<file path="config.mk">
export PLATFORM = sky130hd
export DESIGN_NAME = ctrl_stall_unit
export DESIGN_NICKNAME = d
export VERILOG_FILES = /design/src/rtl/ctrl_stall_unit.sv
export SDC_FILE = /design/constraint.sdc
export NUM_CORES = 1
export LEC_CHECK = 0
export CAP_MARGIN = 20
export CORE_MARGIN = 2
export CORE_UTILIZATION = 52
export CTS_CLUSTER_DIAMETER = 50
export DETAILED_ROUTE_END_ITERATION = 6
export PLACE_DENSITY_LB_ADDON = 0.3
export SLEW_MARGIN = 20
export SYNTH_ARGS = -nofsm -noshare
export SYNTH_HDL_FRONTEND = slang
export SYNTH_SLANG_ARGS = --single-unit
</file>
<file path="constraint.sdc">
create_clock -name clk -period 7.6 [get_ports clk]
set_clock_uncertainty 0.15 [all_clocks]
set_input_delay 1.52 -clock clk [delete_from_list [all_inputs] [get_ports clk]]
set_output_delay 1.52 -clock clk [all_outputs]
set_load 0.005 [all_outputs]
</file>
<file path="src/rtl/ctrl_stall_unit.sv">
// ctrl_stall_unit: central pipeline stall arbiter with watchdog.
// Generates the 6-bit stall vector (bit0 PC .. bit5 WB) from ID/EX/MEM
// stall requests with priority mem > ex > id. It also tracks the
// consecutive stall length and raises a sticky watchdog error when the
// pipeline stays frozen for WDOG_LIMIT cycles.
// Optional feature macro: CTRL_PERF_CNT_EN adds free-running 32-bit
// stall_cycles / mem_stall_cycles performance counters.
module ctrl_stall_unit #(
  parameter int unsigned WDOG_LIMIT = 1024
) (
  input  logic        clk,
  input  logic        rst,
  input  logic        stallreq_from_id,
  input  logic        stallreq_from_ex,
  input  logic        stallreq_from_mem,
  input  logic        wdog_clr,
  output logic [5:0]  stall,
  output logic [1:0]  stall_src,
  output logic [15:0] stall_run_len,
  output logic        wdog_err
`ifdef CTRL_PERF_CNT_EN
  ,
  output logic [31:0] stall_cycles,
  output logic [31:0] mem_stall_cycles
`endif
);

  typedef enum logic [1:0] {
    IDLE     = 2'd0,
    STALLING = 2'd1,
    HUNG     = 2'd2
  } state_t;

  localparam logic [15:0] WDOG_LIMIT_C = 16'(WDOG_LIMIT);

  // Saturating 16-bit increment; the run length parks at all-ones.
  function automatic logic [15:0] sat_inc16(input logic [15:0] val);
    if (val == 16'hFFFF) begin
      sat_inc16 = 16'hFFFF;
    end else begin
      sat_inc16 = val + 16'd1;
    end
  endfunction

  state_t      state_r;
  state_t      state_next_s;
  logic [15:0] run_len_r;
  logic [15:0] run_len_next_s;
  logic        wdog_err_r;
  logic        req_s;
  logic [5:0]  stall_s;
  logic [1:0]  stall_src_s;

  assign req_s = stallreq_from_id | stallreq_from_ex | stallreq_from_mem;

  // Zero-latency priority decode of the stall vector; held quiet during reset.
  always_comb begin
    stall_s     = 6'b000000;
    stall_src_s = 2'd0;
    if (rst) begin
      stall_s     = 6'b000000;
      stall_src_s = 2'd0;
    end else if (stallreq_from_mem) begin
      stall_s     = 6'b011111;
      stall_src_s = 2'd3;
    end else if (stallreq_from_ex) begin
      stall_s     = 6'b001111;
      stall_src_s = 2'd2;
    end else if (stallreq_from_id) begin
      stall_s     = 6'b000111;
      stall_src_s = 2'd1;
    end else begin
      stall_s     = 6'b000000;
      stall_src_s = 2'd0;
    end
  end

  // Next run length: clears on an idle edge, restarts at 1 when a hung
  // watchdog is cleared under an active request, otherwise counts up.
  always_comb begin
    run_len_next_s = 16'd0;
    if (!req_s) begin
      run_len_next_s = 16'd0;
    end else if ((state_r == HUNG) && wdog_clr) begin
      run_len_next_s = 16'd1;
    end else begin
      run_len_next_s = sat_inc16(run_len_r);
    end
  end

  // Watchdog state machine next-state logic.
  always_comb begin
    state_next_s = state_r;
    case (state_r)
      IDLE: begin
        if (req_s) begin
          state_next_s = STALLING;
        end else begin
          state_next_s = IDLE;
        end
      end
      STALLING: begin
        if (!req_s) begin
          state_next_s = IDLE;
        end else if (run_len_next_s == WDOG_LIMIT_C) begin
          state_next_s = HUNG;
        end else begin
          state_next_s = STALLING;
        end
      end
      HUNG: begin
        if (wdog_clr) begin
          if (req_s) begin
            state_next_s = STALLING;
          end else begin
            state_next_s = IDLE;
          end
        end else begin
          state_next_s = HUNG;
        end
      end
      default: begin
        state_next_s = IDLE;
      end
    endcase
  end

  // State, run length and error flag registers; error mirrors the HUNG state.
  always_ff @(posedge clk or posedge rst) begin
    if (rst) begin
      state_r    <= IDLE;
      run_len_r  <= 16'd0;
      wdog_err_r <= 1'b0;
    end else begin
      state_r    <= state_next_s;
      run_len_r  <= run_len_next_s;
      wdog_err_r <= (state_next_s == HUNG);
    end
  end

  assign stall         = stall_s;
  assign stall_src     = stall_src_s;
  assign stall_run_len = run_len_r;
  assign wdog_err      = wdog_err_r;

`ifdef CTRL_PERF_CNT_EN
  logic [31:0] stall_cycles_r;
  logic [31:0] mem_stall_cycles_r;

  // Free-running performance counters, wrapping modulo 2^32.
  always_ff @(posedge clk or posedge rst) begin
    if (rst) begin
      stall_cycles_r     <= 32'd0;
      mem_stall_cycles_r <= 32'd0;
    end else begin
      if (req_s) begin
        stall_cycles_r <= stall_cycles_r + 32'd1;
      end else begin
        stall_cycles_r <= stall_cycles_r;
      end
      if (stallreq_from_mem) begin
        mem_stall_cycles_r <= mem_stall_cycles_r + 32'd1;
      end else begin
        mem_stall_cycles_r <= mem_stall_cycles_r;
      end
    end
  end

  assign stall_cycles     = stall_cycles_r;
  assign mem_stall_cycles = mem_stall_cycles_r;
`endif

endmodule
</file>
==> flow_summary_export.csv <==
group,metric,value,unit
outcome,status,"completed",
cts,worst_skew_pair.late_latency,0.29,ns
global_route,grtUsageTotal,23.07,%
yosys,async_reset_ff_share,100.0,%
finish,syn2layout_area_growth,22.99,%
worst_setup_path,path_max_fanout,7,
cts,cts.repair.resized,0,
detailed_routing,routed_via_density,5.957,
timing,drv_slew,0,
yosys,ys.flop_type,"dfrtp_1",
detailed_routing,wire_per_inst,15.14,um
cts,cts-root-buf,"clkbuf_4",
global_route,grt_overflow_total,0,
finish,final_cell_mix,"clkdlybuf4s50_1, dfrtp_1, nor2_1, a21oi_1, nand4_1",
timing,setup-violations-final,0,
finish,diodes,0,
timing,period_share,60.66,%
worst_setup_path,ff2ff_path_depth,7,
yosys,yosysWarnings,0,
finish,finalNetCount,167,
die,rows,17,
die,die_area,0.002770,mm^2
die,die_y,52.64,um
yosys,synth_area,0.001230,mm^2
worst_hold_path,hp-class,"flop to flop",
detailed_routing,drc,0,
placed_design,pre_cts_slack,2.976,ns
worst_setup_path,r2r-end,"wdog_err$_DFF_PP0_",
cts,clk_pin_slew_worst_paths,0.11,ns
global_route,antenna_found_initial,0,
timing,fin_ws,2.990,ns
global_route,grt.busiest_layer,"met2",
worst_setup_path,cp.required,5.93,ns
cts,htree_levels,1,
detailed_routing,vias,1114,
worst_setup_path,end_kind,"output port",
global_route,grtUsageMet1,33.03,%
die,core,0.002233,mm^2
power,max-vdd-ir-drop,137.9,uV
timing,slew-limit-headroom,48.86,%
worst_hold_path,whs_path_depth,1,
die,start_util,55.07,%
power,power_density,190.1,mW/mm^2
yosys,synth_edf_count,0,
global_route,grt_pass1_wl,4.740,mm
worst_setup_path,r2r_start,"stall_run_len[0]$_DFF_PP0_",
global_route,grt.met3_usage,4.000,%
timing,fin_setup_tns,0,ns
worst_setup_path,regToRegSetupSlack,4.74,ns
finish,final_common_cell,"clkdlybuf4s50_1",
power,leakage,0.5612,nW
placed_design,io_buffers,29,
global_route,met2_usage,35.00,%
yosys,yosysUniqueCellTypes,45,
yosys,netlist_instances,139,
cts,clk_path_buf_depth,2,
worst_setup_path,worst-setup-path-type,"input pin to output port",
die,die_w,52.64,um
timing,final_hold_viol_count,0,
timing,rsz0062_at_grt,"false",
detailed_routing,first_pass_iters,4,
global_route,grt_max_degree,20,
timing,worst_pin_slew,0.7663,ns
job,cap_violations,0,
detailed_routing,drt_iter0_markers,32,
timing,timing.fmax,216.9,MHz
yosys,syn_nets,146,
placed_design,finalWeightedCongestion,0.8778,
placed_design,hpwl,1.998,mm
worst_hold_path,hold_start,"state_r[1]$_DFF_PP0_",
timing,fin_crit,4.610,ns
cts,cts.sinks,19,
global_route,grt_pass1_vias,1014,
worst_hold_path,worstHoldEndpoint,"state_r[0]$_DFF_PP0_",
worst_setup_path,arrival,2.94,ns
yosys,post_synth.cell_area_avg,8.848,um^2
cts,cts_tree,"built",
die,ios,31,
detailed_routing,ant_nets,0,
finish,drive_gt1_share,6.918,%
cts,cts_buffers,3,
yosys,ys_seq_elements,19,
detailed_routing,routed_wirelength,2.832,mm
cts,post_cts_buffers,0,
cts,ctsHoldBuffers,0,
worst_setup_path,cp-start-kind,"input pin",
yosys,yosysSeqAreaShare,38.66,%
## state kept, by name, indices dropped and copies added, names as in the netlist
register       cells
stall_run_len     16
state_r            2
wdog_err           1
## synth_stat cells (all sizes together), types with 4 or more instances
master  count  area (um^2)
dfrtp      19        475.5
nor2       12        45.04
a21oi      11        55.05
nand4       9        71.32
clkbuf      7        28.78
nand2       7        26.28
buf         6        40.04
inv         5        18.77
nand3       5        25.02
nor4        5        43.79
xnor2       5        43.79
nor3        4        25.02
o21ai       4        20.02
## cell type report
type / instances / area, um^2
repair buffers: 29 / 290.3
clock buffers: 4 / 26.28
multi-input cells: 102 / 666.9
flip-flops and latches: 19 / 475.5
well taps: 28 / 35.03
inverters: 5 / 18.77
fillers: 185 / 720.7
## where the power goes
| part | total (mW) | internal (mW) | switching, mW |
|---|---|---|---|
| combinational | 0.0915 | 0.0524 | 0.0392 |
| clock | 0.0524 | 0.0204 | 0.0320 |
| sequential | 0.144 | 0.113 | 0.0305 |
## cell families (layout without fill, tap and decap cells)
family,after synthesis,after routing,synth area share (%)
AO/OA/AOI/OAI,31,31,16.28
XOR/XNOR,8,8,5.697
adder cells (fa/ha/maj),1,1,1.017
buffers and inverters,18,38,7.122
flip-flops,19,19,38.66
multiplexers,3,3,2.543
other,1,1,0.3049
AND/OR/NAND/NOR,58,58,28.38
## metrics by stage
step | utilization, % | hold WS, ns | cell area, um^2 | std cells | total power, mW
2_1_floorplan | - | 0.3431 | 1230 | 139 | 0.1947
3_3_place_gp | 66.55 | 0.3615 | 1486 | 183 | 0.2304
3_5_place_dp | 66.55 | 0.3854 | 1486 | 183 | 0.2347
4_1_cts | 67.73 | 0.4065 | 1513 | 187 | 0.2870
5_1_grt | 67.73 | 0.4470 | 1513 | 187 | 0.3041
6_report | 67.73 | 0.4048 | 1513 | 187 | 0.2875
## worst max path at each step
stage,startpoint,endpoint,slack [ns],cells past startpoint
2_1_floorplan,stallreq_from_id,stall[1],3.83,3
3_3_place_gp,stallreq_from_ex,stall[0],3.03,4
3_5_place_dp,stallreq_from_id,stall[0],2.98,4
4_1_cts,stallreq_from_id,stall[0],2.97,4
5_1_grt,stallreq_from_ex,stall[0],2.90,4
6_report,stallreq_from_id,stall[0],2.99,4
## per-layer routing
metal	vias to the layer above	routed length (um)
li1	542	-
met1	528	1358
met2	42	1321
met3	2	134
met4	0	17
met5	-	0
## critical path, cell delays in order
cell	delay, ns
clkdlybuf4s50_1	0.43
nor3_2	0.39
nor2_1	0.12
clkdlybuf4s50_1	0.48
(Power assumes the default switching activity.)
